## src/rtl/game_pkg.sv

```systemverilog
// Shared game definitions: player motion states and physics/sprite defaults
// used by the motion stage, the collider and the draw logic.
package game_pkg;

    // state    | meaning
    // GROUNDED | standing on the floor bound, may start a jump
    // RISING   | moving up after a jump, gravity slowing the ascent
    // FALLING  | moving down, speed saturating at the terminal value
    typedef enum logic [1:0] {
        GROUNDED = 2'd0,
        RISING   = 2'd1,
        FALLING  = 2'd2
    } motion_state_t;

    localparam int PLAYER_W_DEF = 32;
    localparam int PLAYER_H_DEF = 48;
    localparam int X_STEP_DEF   = 2;
    localparam int JUMP_V_DEF   = 12;
    localparam int GRAVITY_DEF  = 1;
    localparam int MAX_FALL_DEF = 8;

endpackage

```

## src/rtl/player_motion_frame_tick_gen.sv

```systemverilog
// Rising-edge detector on the frame clock, gated by freeze, producing a
// one-Clk-wide update strobe.
module frame_tick_gen (
    input  logic clk,
    input  logic reset,
    input  logic frame_clk,
    input  logic freeze,
    output logic tick
);

    logic frame_clk_prev_d;
    logic frame_clk_prev_q;

    // Previous frame_clk sample follows the input every cycle.
    always_comb begin
        frame_clk_prev_d = frame_clk;
    end

    // Register the previous frame_clk sample.
    always_ff @(posedge clk) begin
        if (reset) begin
            frame_clk_prev_q <= 1'b0;
        end else begin
            frame_clk_prev_q <= frame_clk_prev_d;
        end
    end

    assign tick = frame_clk & ~frame_clk_prev_q & ~freeze;

endmodule

```

## src/rtl/player_motion.sv

```systemverilog
// Per-player motion stage: registered position, horizontal walking, jump and
// gravity, all clamped to the collider bounds sampled on each frame tick.
//
// state    | meaning
// GROUNDED | on the floor; jump edge launches, missing floor starts a fall
// RISING   | ascending; ceiling hit or apex switches to FALLING
// FALLING  | descending with capped speed; reaching the floor lands
module player_motion
    import game_pkg::*;
#(
    parameter int INIT_X   = 64,
    parameter int INIT_Y   = 415,
    parameter int PLAYER_W = PLAYER_W_DEF,
    parameter int PLAYER_H = PLAYER_H_DEF,
    parameter int X_STEP   = X_STEP_DEF,
    parameter int JUMP_V   = JUMP_V_DEF,
    parameter int GRAVITY  = GRAVITY_DEF,
    parameter int MAX_FALL = MAX_FALL_DEF
) (
    input  logic               Clk,
    input  logic               Reset,
    input  logic               frame_clk,
    input  logic               freeze,
    input  logic               key_left,
    input  logic               key_right,
    input  logic               key_jump,
    input  logic signed [31:0] player_X_Min,
    input  logic signed [31:0] player_X_Max,
    input  logic signed [31:0] player_Y_Min,
    input  logic signed [31:0] player_Y_Max,
    output logic signed [31:0] player_X_Pos,
    output logic signed [31:0] player_Y_Pos,
    output logic signed [31:0] player_vy,
    output logic [1:0]         motion_state,
    output logic               facing_left
);

    logic tick;

    logic signed [31:0] x_d, x_q;
    logic signed [31:0] y_d, y_q;
    logic signed [31:0] vy_d, vy_q;
    motion_state_t      state_d, state_q;
    logic               facing_left_d, facing_left_q;
    logic               jump_prev_d, jump_prev_q;

    logic signed [31:0] dx, nx, ny, vy_n;
    logic               jump_edge;

    frame_tick_gen u_tick (
        .clk       (Clk),
        .reset     (Reset),
        .frame_clk (frame_clk),
        .freeze    (freeze),
        .tick      (tick)
    );

    // Next position/velocity/state on a tick; otherwise everything holds.
    always_comb begin
        x_d           = x_q;
        y_d           = y_q;
        vy_d          = vy_q;
        state_d       = state_q;
        facing_left_d = facing_left_q;
        jump_prev_d   = jump_prev_q;
        dx            = '0;
        nx            = x_q;
        ny            = y_q;
        vy_n          = vy_q;
        jump_edge     = key_jump & ~jump_prev_q;

        if (tick) begin
            jump_prev_d = key_jump;

            if (key_left && !key_right) begin
                dx            = -X_STEP;
                facing_left_d = 1'b1;
            end else if (key_right && !key_left) begin
                dx            = X_STEP;
                facing_left_d = 1'b0;
            end

            // Inverted horizontal bounds freeze X rather than snapping it.
            if (player_X_Min <= player_X_Max - PLAYER_W) begin
                nx = x_q + dx;
                if (nx < player_X_Min) begin
                    nx = player_X_Min;
                end else if (nx + PLAYER_W > player_X_Max) begin
                    nx = player_X_Max - PLAYER_W;
                end
                x_d = nx;
            end

            if (player_Y_Min <= player_Y_Max - PLAYER_H) begin
                case (state_q)
                    GROUNDED: begin
                        if (jump_edge) begin
                            ny = y_q - JUMP_V;
                            if (ny < player_Y_Min) begin
                                y_d     = player_Y_Min;
                                vy_d    = '0;
                                state_d = FALLING;
                            end else begin
                                y_d     = ny;
                                vy_d    = -JUMP_V;
                                state_d = RISING;
                            end
                        end else if (y_q + PLAYER_H < player_Y_Max) begin
                            vy_d    = '0;
                            state_d = FALLING;
                        end
                    end
                    RISING: begin
                        vy_n = vy_q + GRAVITY;
                        ny   = y_q + vy_n;
                        if (ny < player_Y_Min) begin
                            y_d     = player_Y_Min;
                            vy_d    = '0;
                            state_d = FALLING;
                        end else begin
                            y_d  = ny;
                            vy_d = vy_n;
                            if (vy_n >= 0) begin
                                state_d = FALLING;
                            end
                        end
                    end
                    FALLING: begin
                        vy_n = vy_q + GRAVITY;
                        if (vy_n > MAX_FALL) begin
                            vy_n = MAX_FALL;
                        end
                        ny = y_q + vy_n;
                        if (ny + PLAYER_H >= player_Y_Max) begin
                            y_d     = player_Y_Max - PLAYER_H;
                            vy_d    = '0;
                            state_d = GROUNDED;
                        end else begin
                            y_d  = ny;
                            vy_d = vy_n;
                        end
                    end
                    default: begin
                        state_d = GROUNDED;
                        vy_d    = '0;
                    end
                endcase
            end
        end
    end

    // Motion registers; synchronous reset takes priority over a tick.
    always_ff @(posedge Clk) begin
        if (Reset) begin
            x_q           <= INIT_X;
            y_q           <= INIT_Y;
            vy_q          <= '0;
            state_q       <= GROUNDED;
            facing_left_q <= 1'b0;
            jump_prev_q   <= 1'b0;
        end else begin
            x_q           <= x_d;
            y_q           <= y_d;
            vy_q          <= vy_d;
            state_q       <= state_d;
            facing_left_q <= facing_left_d;
            jump_prev_q   <= jump_prev_d;
        end
    end

    assign player_X_Pos = x_q;
    assign player_Y_Pos = y_q;
    assign player_vy    = vy_q;
    assign motion_state = state_q;
    assign facing_left  = facing_left_q;

endmodule

```

## config.mk

```make
export PLATFORM = sky130hd
export DESIGN_NAME = player_motion
export DESIGN_NICKNAME = d
export VERILOG_FILES = /design/src/rtl/game_pkg.sv /design/src/rtl/player_motion_frame_tick_gen.sv /design/src/rtl/player_motion.sv
export SDC_FILE = /design/constraint.sdc
export NUM_CORES = 1
export LEC_CHECK = 0
export ABC_AREA = 0
export ABC_CLOCK_PERIOD_IN_PS = 18030
export CAP_MARGIN = 20
export CORE_ASPECT_RATIO = 0.75
export CORE_MARGIN = 1
export CORE_UTILIZATION = 50
export CTS_BUF_LIST = sky130_fd_sc_hd__clkbuf_8 sky130_fd_sc_hd__clkbuf_16
export CTS_CLUSTER_DIAMETER = 100
export DETAILED_ROUTE_END_ITERATION = 8
export PLACE_DENSITY_LB_ADDON = 0.1
export SLEW_MARGIN = 20
export SYNTH_ARGS = -nofsm -noshare
export SYNTH_HDL_FRONTEND = slang
export SYNTH_SLANG_ARGS = --single-unit
```

## constraint.sdc

```tcl
create_clock -name Clk -period 18.03 [get_ports Clk]
set_input_delay 1.803 -clock Clk [delete_from_list [all_inputs] [get_ports Clk]]
set_output_delay 1.803 -clock Clk [all_outputs]
set_load 0.05 [all_outputs]
```

==> results.cfg <==
[timing]
rsz0062_at_grt = no
max_freq_mhz = 90.7
setup_tns_ns = 0
hold_viol_final = 0
worst_pin_slew_ns = 1.20
max-slew-margin-rel = 0.196
fin_worst_skew_ns = 0.0115
fin_crit_ns = 11.03
setup_violations = 0
maxSlewViolCount = 0
fin_crit_sh = 0.612
finalWorstSetupSlack_ns = 7.00

[setup_path]
reg2reg_depth = 41
cp_slowest_cell = dfxtp_1
cp_max_fo = 30
cpPeakStageDelay_ns = 0.58
crit_type = register to register
critPathRequiredTime_ns = 18.34
cp_data_arrival_time_ns = 11.34
startpoint_type = register
endpoint_kind = register

[drt]
drc = 0
via_per_inst = 6.25
antenna_left = 0
routed_wl_um = 76000
dr.pass1.iters = 6
drtIter0Drc = 2078
num_vias = 21765
post_drt_wl_per_cell_um = 21.8

[logic_synthesis]
synthTopCellsByArea = ha_1 21%, dfxtp_1 9.8%, xnor2_1 8.1%, a21oi_1 5.7%, nor2_1 4.7%
ys_ff_latch = 101
netlist_instances = 2809
yosysUniqueCellTypes = 96
ys.flop_type = dfxtp_1
yosys-top-cells-count = 352 x ha_1, 258 x nor2_1, 233 x a21oi_1
yosys.area.top_type_share = 0.215
synth_edf_count = 0
ys_async_sr_fraction = 0
synth_area_um2 = 20500
synth-seq-area-share = 0.0985
synth_nets = 3299
yosys.area.top_type = ha_1
syn_avg_cell_area_um2 = 7.31
yosysMostFrequentCell = ha_1
yosysWarnings = 0

[global_routing]
grt_usage = 0.354
antenna_found_initial = 0
grt_overflow = 0
grt_max_degree = 58
grt_pass1_vias = 20361
grt_pass1_wl_um = 116000

[layout]
area_delta_synth_final_pct = 14.5
num-nets-final = 3444
final_cell_area_um2 = 23500
drive_above_1_share = 0.0406

[placed_design]
hpwl_um = 61600
dp_slack_ns = 7.30
port-buffer-count = 233
finalWeightedCongestion = 0.986
placed_area_um2 = 23200

[die]
start_util = 0.514
die_h_um = 177
ioPinCount = 234
fp-row-count = 63
die_w_um = 236
dieArea_um2 = 41900
core_area_um2 = 40000

[min_path]
whs_path_depth = 2
hp-class = register to register

[clock_network]
clock-root-buffer = clkbuf_16
clkLatencyLatePin_ns = 0.39
cts_setup_buffers = 0
numCtsBuffers = 9
htree_num_levels = 3
cts_tree = done
cts-resized-gates = 0
clk_pin_slew_ns = 0.09
cts.sinks = 101
clk_path_buf_depth = 2
cts_hold_repair.buffers = 0

[status]
status = completed

[pwr]
power.leakage_uw = 0.0108
peakVddDrop_mv = 0.0512
power_uw = 977
powerDensity_nw_per_um2 = 41.6

[job]
drv_cap = 0
-- registers in the layout (all words and copies together), names as in the netlist --
name	flops
facing_left	1
u_tick.frame_clk_prev_q	1
motion_state	2
player_Y_Pos	32
player_vy	32
player_X_Pos	32
jump_prev_q	1
-- layout by cell type (no fill, tap or decap), types with 8 or more instances in the layout --
cell	count
o21bai_1	19
a211oi_1	62
o22ai_1	19
o31ai_1	8
mux2_2	29
xor2_1	75
or2_2	14
a211o_1	8
nand3b_1	13
nand4_1	76
or3_1	23
nor2_1	257
mux2i_1	47
inv_1	224
and2_1	34
buf_4	18
nor3_1	63
o211ai_1	14
a21oi_1	232
a22oi_1	20
nor4_1	30
a21o_1	94
and4_1	10
nand2b_1	43
clkbuf_16	9
and3_1	23
nand3_1	63
xnor2_1	190
o21ai_0	146
ha_1	352
dfxtp_1	101
a31oi_1	28
nor2b_1	46
nand2_1	157
o21a_1	31
clkdlybuf4s50_1	232
a221oi_1	9
-- logic make-up after synthesis --
kind of cell / count (synthesis) / synth area share
simple gates: 903 / 0.228
compound gates: 765 / 0.238
fa+ha+maj: 357 / 0.218
buf+inv: 341 / 0.0654
xor+xnor: 265 / 0.113
flops: 101 / 0.0985
mux: 77 / 0.0394
-- per-layer routing --
layer,vias to the layer above,part of all wire,GRT usage
met3,85,0.087,0.0649
met4,0,0.017,0.0782
met1,10339,0.48,0.515
met5,-,0,0
met2,844,0.42,0.536
li1,10497,-,-
-- layout make-up --
cell class | instances | area, µm²
antenna | 1 | 2.50
multi-input combinational | 2367 | 17200
fill | 3814 | 16500
inverter | 225 | 845
clock inverter | 7 | 57.6
sequential | 101 | 2020
timing repair buffer | 250 | 2460
clock buffer | 9 | 225
tap | 520 | 651
-- power breakdown --
group	total (µW)	internal, µW	switching [µW]
Sequential	245	230	14.9
Combinational	517	212	305
Clock	215	96.3	118
-- final timing paths --
| check | slack [ns] | endpoint | from |
|---|---|---|---|
| worst min register to register | 0.46 | jump_prev_q$_SDFFE_PP0P_ | jump_prev_q$_SDFFE_PP0P_ |
| worst min-delay path | 0.46 | jump_prev_q$_SDFFE_PP0P_ | jump_prev_q$_SDFFE_PP0P_ |
| worst max register to register | 7.00 | player_vy[30]$_SDFFE_PP0P_ | player_vy[0]$_SDFFE_PP0P_ |
| worst max-delay path | 7.00 | player_vy[30]$_SDFFE_PP0P_ | player_vy[0]$_SDFFE_PP0P_ |
-- through the flow --
| stage | cells | util | hold slack, ns |
|---|---|---|---|
| 3_3_place_gp | 3463 | 0.581 | 0.439 |
| 2_1_floorplan | 2809 | - | 0.431 |
| 4_1_cts | 3479 | 0.588 | 0.463 |
| 5_1_grt | 3479 | 0.588 | 0.501 |
| 6_report | 3480 | 0.588 | 0.464 |
| 3_5_place_dp | 3463 | 0.581 | 0.451 |
-- worst max-delay path, delay by kind of cell, from the launching register on --
family | cells | cell delay (ns)
DFF | 1 | 0.58
and+or+nand+nor | 16 | 4.28
buffers and inverters | 4 | 1.08
adders and majority gates | 4 | 1.27
AOI/OAI and AO/OA | 14 | 2.88
xor gates and xnor gates | 3 | 0.79
No activity file was read; power rests on OpenSTA's default activity.
